[config.mk]
export PLATFORM = sky130hd
export DESIGN_NAME = fp_normalizer_seq
export DESIGN_NICKNAME = d
export VERILOG_FILES = /design/src/rtl/fp_conv_pkg.sv /design/src/rtl/twos_to_mag.sv /design/src/rtl/fp_normalizer_seq.sv
export SDC_FILE = /design/constraint.sdc
export NUM_CORES = 1
export LEC_CHECK = 0
export ABC_AREA = 0
export BUFFER_PORTS_ARGS = -buffer_cell sky130_fd_sc_hd__buf_2
export CAP_MARGIN = 20
export CORE_MARGIN = 3
export CORE_UTILIZATION = 54
export DETAILED_ROUTE_END_ITERATION = 6
export GPL_ROUTABILITY_DRIVEN = 0
export GPL_TIMING_DRIVEN = 0
export PLACE_DENSITY = 0.83
export SYNTH_ARGS = -nofsm -noshare
export SYNTH_HDL_FRONTEND = slang
export SYNTH_SLANG_ARGS = --single-unit
[constraint.sdc]
create_clock -name clk -period 2.29 [get_ports clk]
set_input_delay 0.1145 -clock clk [delete_from_list [all_inputs] [get_ports clk]]
set_output_delay 0.1145 -clock clk [all_outputs]
set_load 0.02 [all_outputs]
[src/rtl/fp_conv_pkg.sv]
// Shared widths, typedefs and state encoding for the
// linear-to-float converter front end and rounding stage.
package fp_conv_pkg;

  localparam int IN_W    = 12;
  localparam int EXP_W   = 3;
  localparam int SIG_W   = 4;
  localparam int MAX_EXP = 2**EXP_W - 1;
  localparam int MAG_W   = IN_W - 1;

  typedef logic [EXP_W-1:0] exp_t;
  typedef logic [SIG_W-1:0] sig_t;
  typedef logic [MAG_W-1:0] mag_t;

  typedef enum logic [1:0] {
    IDLE,
    SHIFT,
    DONE
  } state_t;

endpackage

[src/rtl/twos_to_mag.sv]
// Two's-complement to sign-magnitude, saturating the
// most negative code to the largest magnitude.
module twos_to_mag
  import fp_conv_pkg::*;
(
  input  logic [IN_W-1:0] data,
  output logic [IN_W-1:0] sm
);

  logic [IN_W-1:0] neg;
  logic            sign;
  mag_t            mag;

  always_comb begin
    sign = data[IN_W-1];
    neg  = (~data) + 1'b1;
    mag  = data[MAG_W-1:0];
    if (sign) begin
      // -2**(IN_W-1) negates to itself; clamp it
      if (neg[IN_W-1]) mag = '1;
      else             mag = neg[MAG_W-1:0];
    end
    sm = {sign, mag};
  end

endmodule

[src/rtl/fp_normalizer_seq.sv]
// Sequential normaliser: accepts a sample, shifts one bit
// per clock and registers sign/exponent/significand/round bit.
module fp_normalizer_seq
  import fp_conv_pkg::*;
(
  input  logic            clk,
  input  logic            rst_n,
  input  logic [IN_W-1:0] in_data,
  input  logic            in_valid,
  output logic            in_ready,
  output logic            sign_out,
  output exp_t            exp_out,
  output sig_t            sig_out,
  output logic            fifth_out,
  output logic            out_valid,
  input  logic            out_ready
);

  state_t          state;
  state_t          state_nx;
  logic [IN_W-1:0] sm;
  mag_t            mag;
  exp_t            e;
  logic            sign;
  logic            load;
  logic            shift;
  logic            latch;

  twos_to_mag u_abs (
    .data (in_data),
    .sm   (sm)
  );

  assign in_ready  = (state == IDLE);
  assign out_valid = (state == DONE);

  always_comb begin
    state_nx = state;
    load     = 1'b0;
    shift    = 1'b0;
    latch    = 1'b0;
    unique case (state)
      IDLE: begin
        if (in_valid) begin
          load     = 1'b1;
          state_nx = SHIFT;
        end
      end
      SHIFT: begin
        if (mag[MAG_W-1] || e == '0) begin
          latch    = 1'b1;
          state_nx = DONE;
        end else begin
          shift = 1'b1;
        end
      end
      DONE: begin
        if (out_ready) state_nx = IDLE;
      end
      default: state_nx = IDLE;
    endcase
  end

  always_ff @(posedge clk or negedge rst_n) begin
    if (!rst_n) state <= IDLE;
    else        state <= state_nx;
  end

  always_ff @(posedge clk or negedge rst_n) begin
    if (!rst_n) begin
      sign <= 1'b0;
      mag  <= '0;
      e    <= '0;
    end else if (load) begin
      sign <= sm[IN_W-1];
      mag  <= sm[MAG_W-1:0];
      e    <= exp_t'(MAX_EXP);
    end else if (shift) begin
      mag <= {mag[MAG_W-2:0], 1'b0};
      e   <= e - 1'b1;
    end
  end

  // Result registers only move on SHIFT->DONE
  always_ff @(posedge clk or negedge rst_n) begin
    if (!rst_n) begin
      sign_out  <= 1'b0;
      exp_out   <= '0;
      sig_out   <= '0;
      fifth_out <= 1'b0;
    end else if (latch) begin
      sign_out  <= sign;
      exp_out   <= e;
      sig_out   <= mag[MAG_W-1 -: SIG_W];
      fifth_out <= mag[MAG_W-1-SIG_W];
    end
  end

endmodule

# Yosys cells after proc, flatten, opt, wreduce, memory -nomap -nowiden
# Index checks and enable logic that the tools add are counted.
# W data, S select, Z words.
[op_classes]
muxes = 16
addsub = 2
bitwise_logic = 1
reduce_logical = 5
eq_ne = 5
[op_table]
columns = ["operator", "n"]
rows = [
  ["$mux W11", 4],
  ["$add A12 B1 Y12 const B", 1],
  ["$not A12 Y12", 1],
  ["$mux W1", 6],
  ["$mux W2", 3],
  ["$mux W3", 2],
  ["$pmux W2 S3", 1],
  ["$ne A2 B2 Y1 const B", 2],
  ["$logic_not A3 Y1", 1],
  ["$reduce_and A3 Y1", 1],
  ["$sub A3 B1 Y3 const B", 1],
  ["$eq A2 B1 Y1 const B", 1],
  ["$eq A2 B2 Y1 const B", 1],
  ["$logic_not A2 Y1", 1],
  ["$ne A2 B1 Y1 const B", 1],
  ["$reduce_bool A2 Y1", 1],
  ["$logic_or A1 B1 Y1", 1],
]
[word_totals]
word_cells = 37
out_inout_bits = 11
register_bits = 26
inputBits = 16

# Longest topological paths before layout
# Gate-level depths: netlist of run 1.
[logic_depth]
ltp_word = 6
ltp_mapped = 8
ltp_nobuf = 7

# Cells and area by module
# Synthesis of run 1 repeated with hierarchy kept, for this count alone.
[hier_totals]
hier_cells = 141
area_unflattened_um2 = 1446.4
[by_module_without_submodules]
columns = ["module", "instances", "cells_per_inst", "seq_area_each_um2", "area_each_um2"]
rows = [
  ["fp_normalizer_seq", 1, 90, 650.6, 1099.8],
  ["twos_to_mag", 1, 51, 0.0, 346.6],
]

# Worst setup path after synthesis of run 1
# No wires, ideal clock.
[synth_path]
kind = "register -> register"
startpoint = "reg e[0]"
endpoint = "reg mag[9]"
setup_ns = 0.090
setup_slack_ns = 0.499
path_buffers = 0
required_ns = 2.200
stages_incl_launch_ff = 8
arrival_time_ns = 1.702
period_less_slack_ns = 1.791
path_cell_list = "dfrtp_1 inv_1 ha_1 ha_1 nor4b_1 a21oi_1 or3_1 o2111ai_1"
[synth_between]
elab_chain_len = 5
[synth_rtl]
columns = ["element", "line_no", "source"]
rows = [
  ["from (decl)", "fp_normalizer_seq.sv:23", "exp_t e;"],
  ["from (signal assigned)", "fp_normalizer_seq.sv:77", "e <= exp_t'(MAX_EXP);"],
  ["from (signal assigned)", "fp_normalizer_seq.sv:80", "e <= e - 1'b1;"],
  ["$logic_not A3 Y1", "fp_normalizer_seq.sv:50", "if (mag[MAG_W-1] || e == '0) begin"],
  ["$logic_or A1 B1 Y1", "fp_normalizer_seq.sv:50", ""],
  ["$mux W1", "fp_normalizer_seq.sv:50", ""],
  ["$mux W1", "fp_normalizer_seq.sv:42", "unique case (state)"],
  ["$reduce_bool A2 Y1 (no line)", "-", ""],
  ["to (signal assigned)", "fp_normalizer_seq.sv:76", "mag <= sm[MAG_W-1:0];"],
  ["to (signal assigned)", "fp_normalizer_seq.sv:79", "mag <= {mag[MAG_W-2:0], 1'b0};"],
  ["to (decl)", "fp_normalizer_seq.sv:22", "mag_t mag;"],
]
# Every way passes these cells.
# A chain may end at the register's enable or synchronous reset.

# Final worst setup path of run 1
# Ends and elaborated chain as after synthesis.

==> impl_metrics.yaml, run 1 <==
run:
  cap_violations: 0
grt:
  grt_pass1_vias: 1116
  grt.total_usage: 0.1933
  grt_pass1_wl_um: 5016
  antenna_found_initial: 0
  grt_max_degree: 27
  grt_overflow: 0
sta:
  timing.slew.headroom: 0.4600
  fin_worst_skew_ps: 2.760
  clock.fmax_ghz: 0.5018
  setup_violations: 0
  setup_slack_ps: 297.3
  worst_slew_pin_slew_ps: 808.2
  fin_crit_sh: 0.8702
  rsz0062_at_grt: "no"
  period_minus_slack_ps: 1993
  setup-tns-final_ps: 0
  report.final.slew_viol_count: 0
  hold_viol_final: 0
worst_hold_path:
  holdCritStartpoint: "out_ready"
  hold_end: "state[1]"
  hp-class: "input pin to register"
  holdPathStages: 3
placement:
  portBuffers: 26
  place_hpwl_um: 2134
  post-place-ws_ps: 323.8
cts:
  cts-root-buf: "clkbuf_4"
  cts.clk_slew.worst_paths_ps: 140
  insertion_delay_ps: 320
  cts.sinks: 26
  cts_buffers: 3
  cts_buffer_depth: 2
  cts_tree: "built"
  cts.htree.levels: 1
  cts_setup_buffers: 0
floorplanning:
  die_x_um: 57.22
  rows: 17
  dieArea_um2: 3274
  coreArea_um2: 2340
  die_y_um: 57.22
  io_pins: 27
  start_util: 0.6053
yosys:
  synth_area_um2: 1416
  synth.net_count: 156
  ys_warn_count: 0
  syn_avg_cell_area_um2: 10.34
  syn_inst: 137
  synth_cell_types: 39
  ys_seq_elements: 26
  yosysSeqAreaShare: 0.4594
worst_setup_path:
  critPathCaptureType: "register"
  regToRegSetupSlack_ps: 300
  worstPathMaxFanout: 4
  cp_common_cell: "ha_1"
  required_ps: 2540
  slowest_stage: "dfrtp_1"
  cp-start-kind: "register"
  path_delay_family: "simple AND/OR/NAND/NOR gates"
  r2r_start: "e[0]"
  cp_num_buf_inv: 1
  arrival_ps: 2240
  worstSetupPathType: "register to register"
  critPathMaxStageDelay_ps: 420
  reg2reg_depth: 7
  crit_chain: "inv_1 > ha_1 > ha_1 > nor4b_1 > a21oi_1 > or3_1 > o2111ai_1"
  r2r-end: "mag[9]"
drt:
  drc: 0
  vias: 1152
  dr.pass1.iters: 4
  wirelength_um: 2875
  drtIter0Drc: 20
  ant_nets: 0
  vias_per_cell: 5.878
  wl_per_cell_um: 14.67
power_and_ir_drop:
  p_leak_uw: 0.0007602
  irDropWorstVdd_mv: 0.7903
  p_per_area_nw_per_um2: 1194
  design_power_total_uw: 1963
layout:
  drive_above_1_share: 0.2798
  final_common_cell: "buf_2"
  final_util: 0.7027
  syn_to_final_growth_pct: 16.08
  fin_nets: 188
  final_cell_mix: "27 x buf_2, 26 x dfrtp_1, 25 x nand2_1"
  n_antenna_cell: 0
run_status:
  status: "complete, no violations"
metal layers:
metal / vias to the layer above / wire length (um) / track usage
li1: 551 / - / -
met1: 560 / 1254 / 0.2471
met2: 37 / 1409 / 0.3328
met4: 0 / 61 / 0.08940
met3: 4 / 150 / 0.01357
met5: - / 0 / 0
logic make-up (layout without fill, tap and decap cells):
kind of cell	Yosys count	after routing	share of synthesized area
AND/OR/NAND/NOR	49	49	0.1820
AO/OA/AOI/OAI	28	28	0.1608
flip-flops	26	26	0.4594
buffers and inverters	14	45	0.05124
multiplexers	9	9	0.07067
XOR/XNOR	8	8	0.04947
adder cells (fa/ha/maj)	3	3	0.02650
repair_timing:
item / 4_1_cts / 5_1_grt
hold endpoints to repair: 26 / 0
gates resized for setup: 0 / 0
endpoints found under the setup margin: 0 / 0
hold buffers: 1 / 0
cell type report:
cell class / instances / area, um2
Tap cell: 28 / 35.03
Fill cell: 180 / 695.7
Clock buffer: 3 / 22.52
Clock inverter: 1 / 30.03
Timing Repair Buffer: 27 / 140.1
Inverter: 7 / 26.28
Buffer: 7 / 46.29
Sequential cell: 26 / 650.6
Multi-Input combinational cell: 97 / 693.2
registers in the layout (all words and copies together), names as in the netlist:
name	cells
sign	1
sig_out	4
exp_out	3
sign_out	1
fifth_out	1
e	3
state	2
mag	11
cell usage after synthesis (all sizes together):
library cell,n,area (um2)
a21oi,3,15.01
nor3b,2,15.01
nor4b,1,8.760
xnor2,2,17.52
o21ai,2,10.01
nand3b,1,7.510
a22o,1,8.760
buf,4,35.03
or2,1,6.260
nand2,25,93.84
o2111ai,1,8.760
o21a,1,7.510
and2,1,6.260
o41ai,3,45.05
or4b,1,10.01
a21o,2,15.01
or3,2,12.51
a211oi,2,15.01
or4,1,7.510
o31ai,2,15.01
mux2,8,90.09
o211ai,2,15.01
nand2b,2,12.51
ha,3,37.54
a32oi,6,52.55
clkbuf,3,11.26
o21bai,1,7.510
nor2,3,11.26
nor4,2,25.02
nor3,2,10.01
inv,7,26.28
dfrtp,26,650.6
nor2b,5,31.28
xor2,6,52.55
mux2i,1,10.01
o22ai,2,12.51
where the power goes:
part | switching [uW] | internal (uW)
logic | 462 | 360
registers | 152 | 672
clock network | 139 | 177
total | 753 | 1210
tightest hold or removal path, cell delays in order:
cell,delay [ps]
buf_2,90
inv_1,40
a21o_1,90
through the flow:
stage	hold slack (ps)	cells	instance area (um2)
floorplan	-181.1	137	1416
global placement	129.0	191	1582
detailed placement	136.4	191	1582
CTS	44.84	196	1644
global route	57.18	196	1644
finish	44.13	196	1644
worst max-delay path by stage:
| stage | end | cells after the start | slack (ps) | startpoint |
|---|---|---|---|---|
| finish | mag[9] | 7 | 300 | e[0] |
| global route | mag[9] | 7 | 60 | e[0] |
| CTS | mag[9] | 7 | 280 | e[0] |
| detailed placement | mag[9] | 7 | 320 | e[0] |
| global placement | mag[9] | 7 | 350 | e[0] |
| floorplan | mag[9] | 7 | 500 | e[0] |
Note: power is estimated with default switching activity, not from simulation.
==> inputs of run 2 (changes only) <==
--- a/config.mk
+++ b/config.mk
@@ -13,6 +13,7 @@
 export DETAILED_ROUTE_END_ITERATION = 6
 export GPL_ROUTABILITY_DRIVEN = 0
 export GPL_TIMING_DRIVEN = 0
+export MAX_ROUTING_LAYER = met4
 export PLACE_DENSITY = 0.83
 export SYNTH_ARGS = -nofsm -noshare
 export SYNTH_HDL_FRONTEND = slang
==> run 2 against run 1 <==
  * Clock skew about the same
  * Critical path type unchanged
  * Highest routed layer unchanged
  * Sequential power hardly changed
  * Routed wire length unchanged
  * Largest power group unchanged
  * Critical endpoint unchanged
  * Register-to-register slack about the same
  * Sequential share of layout area is the same
==> impl_metrics.yaml, run 2 (synthesis gave the netlist of run 1 again) <==
drt:
  ant_nets: 0
  dr.pass1.iters: 4
  drc: 0
  vias: 1152
  wirelength_um: 2875
  wl_per_cell_um: 14.67
  drtIter0Drc: 20
  vias_per_cell: 5.878
sta:
  setup_violations: 0
  setup-tns-final_ps: 0
  worst_slew_pin_slew_ps: 808.3
  clock.fmax_ghz: 0.5018
  period_minus_slack_ps: 1993
  hold_viol_final: 0
  fin_crit_sh: 0.8702
  report.final.slew_viol_count: 0
  timing.slew.headroom: 0.4600
  fin_worst_skew_ps: 2.756
  rsz0062_at_grt: "no"
worst_setup_path:
  crit_chain: "inv_1 > ha_1 > ha_1 > nor4b_1 > a21oi_1 > or3_1 > o2111ai_1"
  critPathCaptureType: "register"
  worstPathMaxFanout: 4
  worstSetupPathType: "register to register"
  arrival_ps: 2240
  critPathMaxStageDelay_ps: 420
  reg2reg_depth: 7
  startpoint: "e[0]"
  r2r-end: "mag[9]"
  regToRegSetupSlack_ps: 300
  cp-start-kind: "register"
  r2r_start: "e[0]"
  cp_common_cell: "ha_1"
  required_ps: 2540
  slowest_stage: "dfrtp_1"
grt:
  grt.total_usage: 0.1992
  grt_overflow: 0
  antenna_found_initial: 0
  grt_pass1_wl_um: 5023
  grt_pass1_vias: 1116
  grt_max_degree: 27
worst_hold_path:
  holdPathStages: 3
  hp-class: "input pin to register"
  holdCritStartpoint: "out_ready"
  hold_end: "state[1]"
power_and_ir_drop:
  irDropWorstVdd_mv: 0.7903
  p_per_area_nw_per_um2: 1194
  design_power_total_uw: 1963
  p_leak_uw: 0.0007602
layout:
  final_util: 0.7027
  final_cell_mix: "27 x buf_2, 26 x dfrtp_1, 25 x nand2_1"
  multi_input_area_um2: 693.2
  reg_top3: "mag x11, sig_out x4"
  regArea_um2: 650.6
  largest_register_ffs: 11
  drive_above_1_share: 0.2798
  fin_nets: 188
  regMostFlops: "mag"
  n_antenna_cell: 0
  final_common_cell: "buf_2"
  syn_to_final_growth_pct: 16.08
  nFillCells: 180
cts:
  insertion_delay_ps: 320
  cts_buffer_depth: 2
  cts_buffers: 3
  post_cts_resized: 0
  cts-root-buf: "clkbuf_4"
  cts.clk_slew.worst_paths_ps: 140
  cts_tree: "built"
  cts.sinks: 26
  cts.htree.levels: 1
run:
  cap_violations: 0
floorplanning:
  coreArea_um2: 2340
  dieArea_um2: 3274
  start_util: 0.6053
  die_x_um: 57.22
  die_y_um: 57.22
  rows: 17
  io_pins: 27
run_status:
  status: "complete, no violations"
placement:
  place_hpwl_um: 2134
  portBuffers: 26
run 2: cell counts in the layout (fill, tap and decap cells not counted):
Identical to the previous run, type by type.
run 2: power breakdown:
| part | total [uW] | switching (uW) | internal (uW) |
|---|---|---|---|
| Sequential | 824 | 152 | 672 |
| Clock | 316 | 139 | 177 |
| Combinational | 822 | 462 | 360 |
run 2: cell type report:
type | instances | share of cell area
well taps | 28 | 0.02131
multi-input cells | 97 | 0.4216
inverters | 7 | 0.01598
plain buffers | 7 | 0.02816
flip-flops and latches | 26 | 0.3957
clock buffers | 3 | 0.01370
repair buffers | 27 | 0.08524
clock inverters | 1 | 0.01826
run 2: worst max path at each step:
stage / end / slack (ps) / cells after the start
floorplan: mag[9] / 500 / 7
global placement: mag[9] / 350 / 7
detailed placement: mag[9] / 320 / 7
CTS: mag[9] / 280 / 7
global route: mag[9] / 60 / 7
finish: mag[9] / 300 / 7
run 2: through the flow:
| stage | cells | hold slack, ps | setup WS, ps | instance area [um2] |
|---|---|---|---|---|
| after floorplan | 137 | -181.1 | 498.7 | 1416 |
| after global routing | 196 | 57.18 | 63.71 | 1644 |
| after detailed placement | 191 | 136.4 | 323.8 | 1582 |
| after CTS | 196 | 44.84 | 283.7 | 1644 |
| after global placement | 191 | 129.0 | 349.2 | 1582 |
| final | 196 | 44.13 | 297.3 | 1644 |
run 2: metal layers:
metal / wire length (um) / share of wire / up-vias / GRT usage
met3: 150 / 0.052 / 4 / 0.01357
met4: 61 / 0.021 / 0 / 0.08940
met5: 0 / 0 / - / -
met1: 1254 / 0.44 / 560 / 0.2471
met2: 1409 / 0.49 / 37 / 0.3328
li1: - / - / 551 / -
run 2: what timing repair did:
item / in CTS / in global routing
endpoints found under the hold margin: 26 / 0
hold buffers: 1 / 0
endpoints found under the setup margin: 0 / 0
buffers inserted: 0 / 0
run 2: critical path: cells and delay by family (launching register included):
family                     cells  cell delay [ps]
and+or+nand+nor                2              750
DFF                            1              420
adders and majority gates      2              420
AOI/OAI and AO/OA              2              260
buffers and inverters          1               60
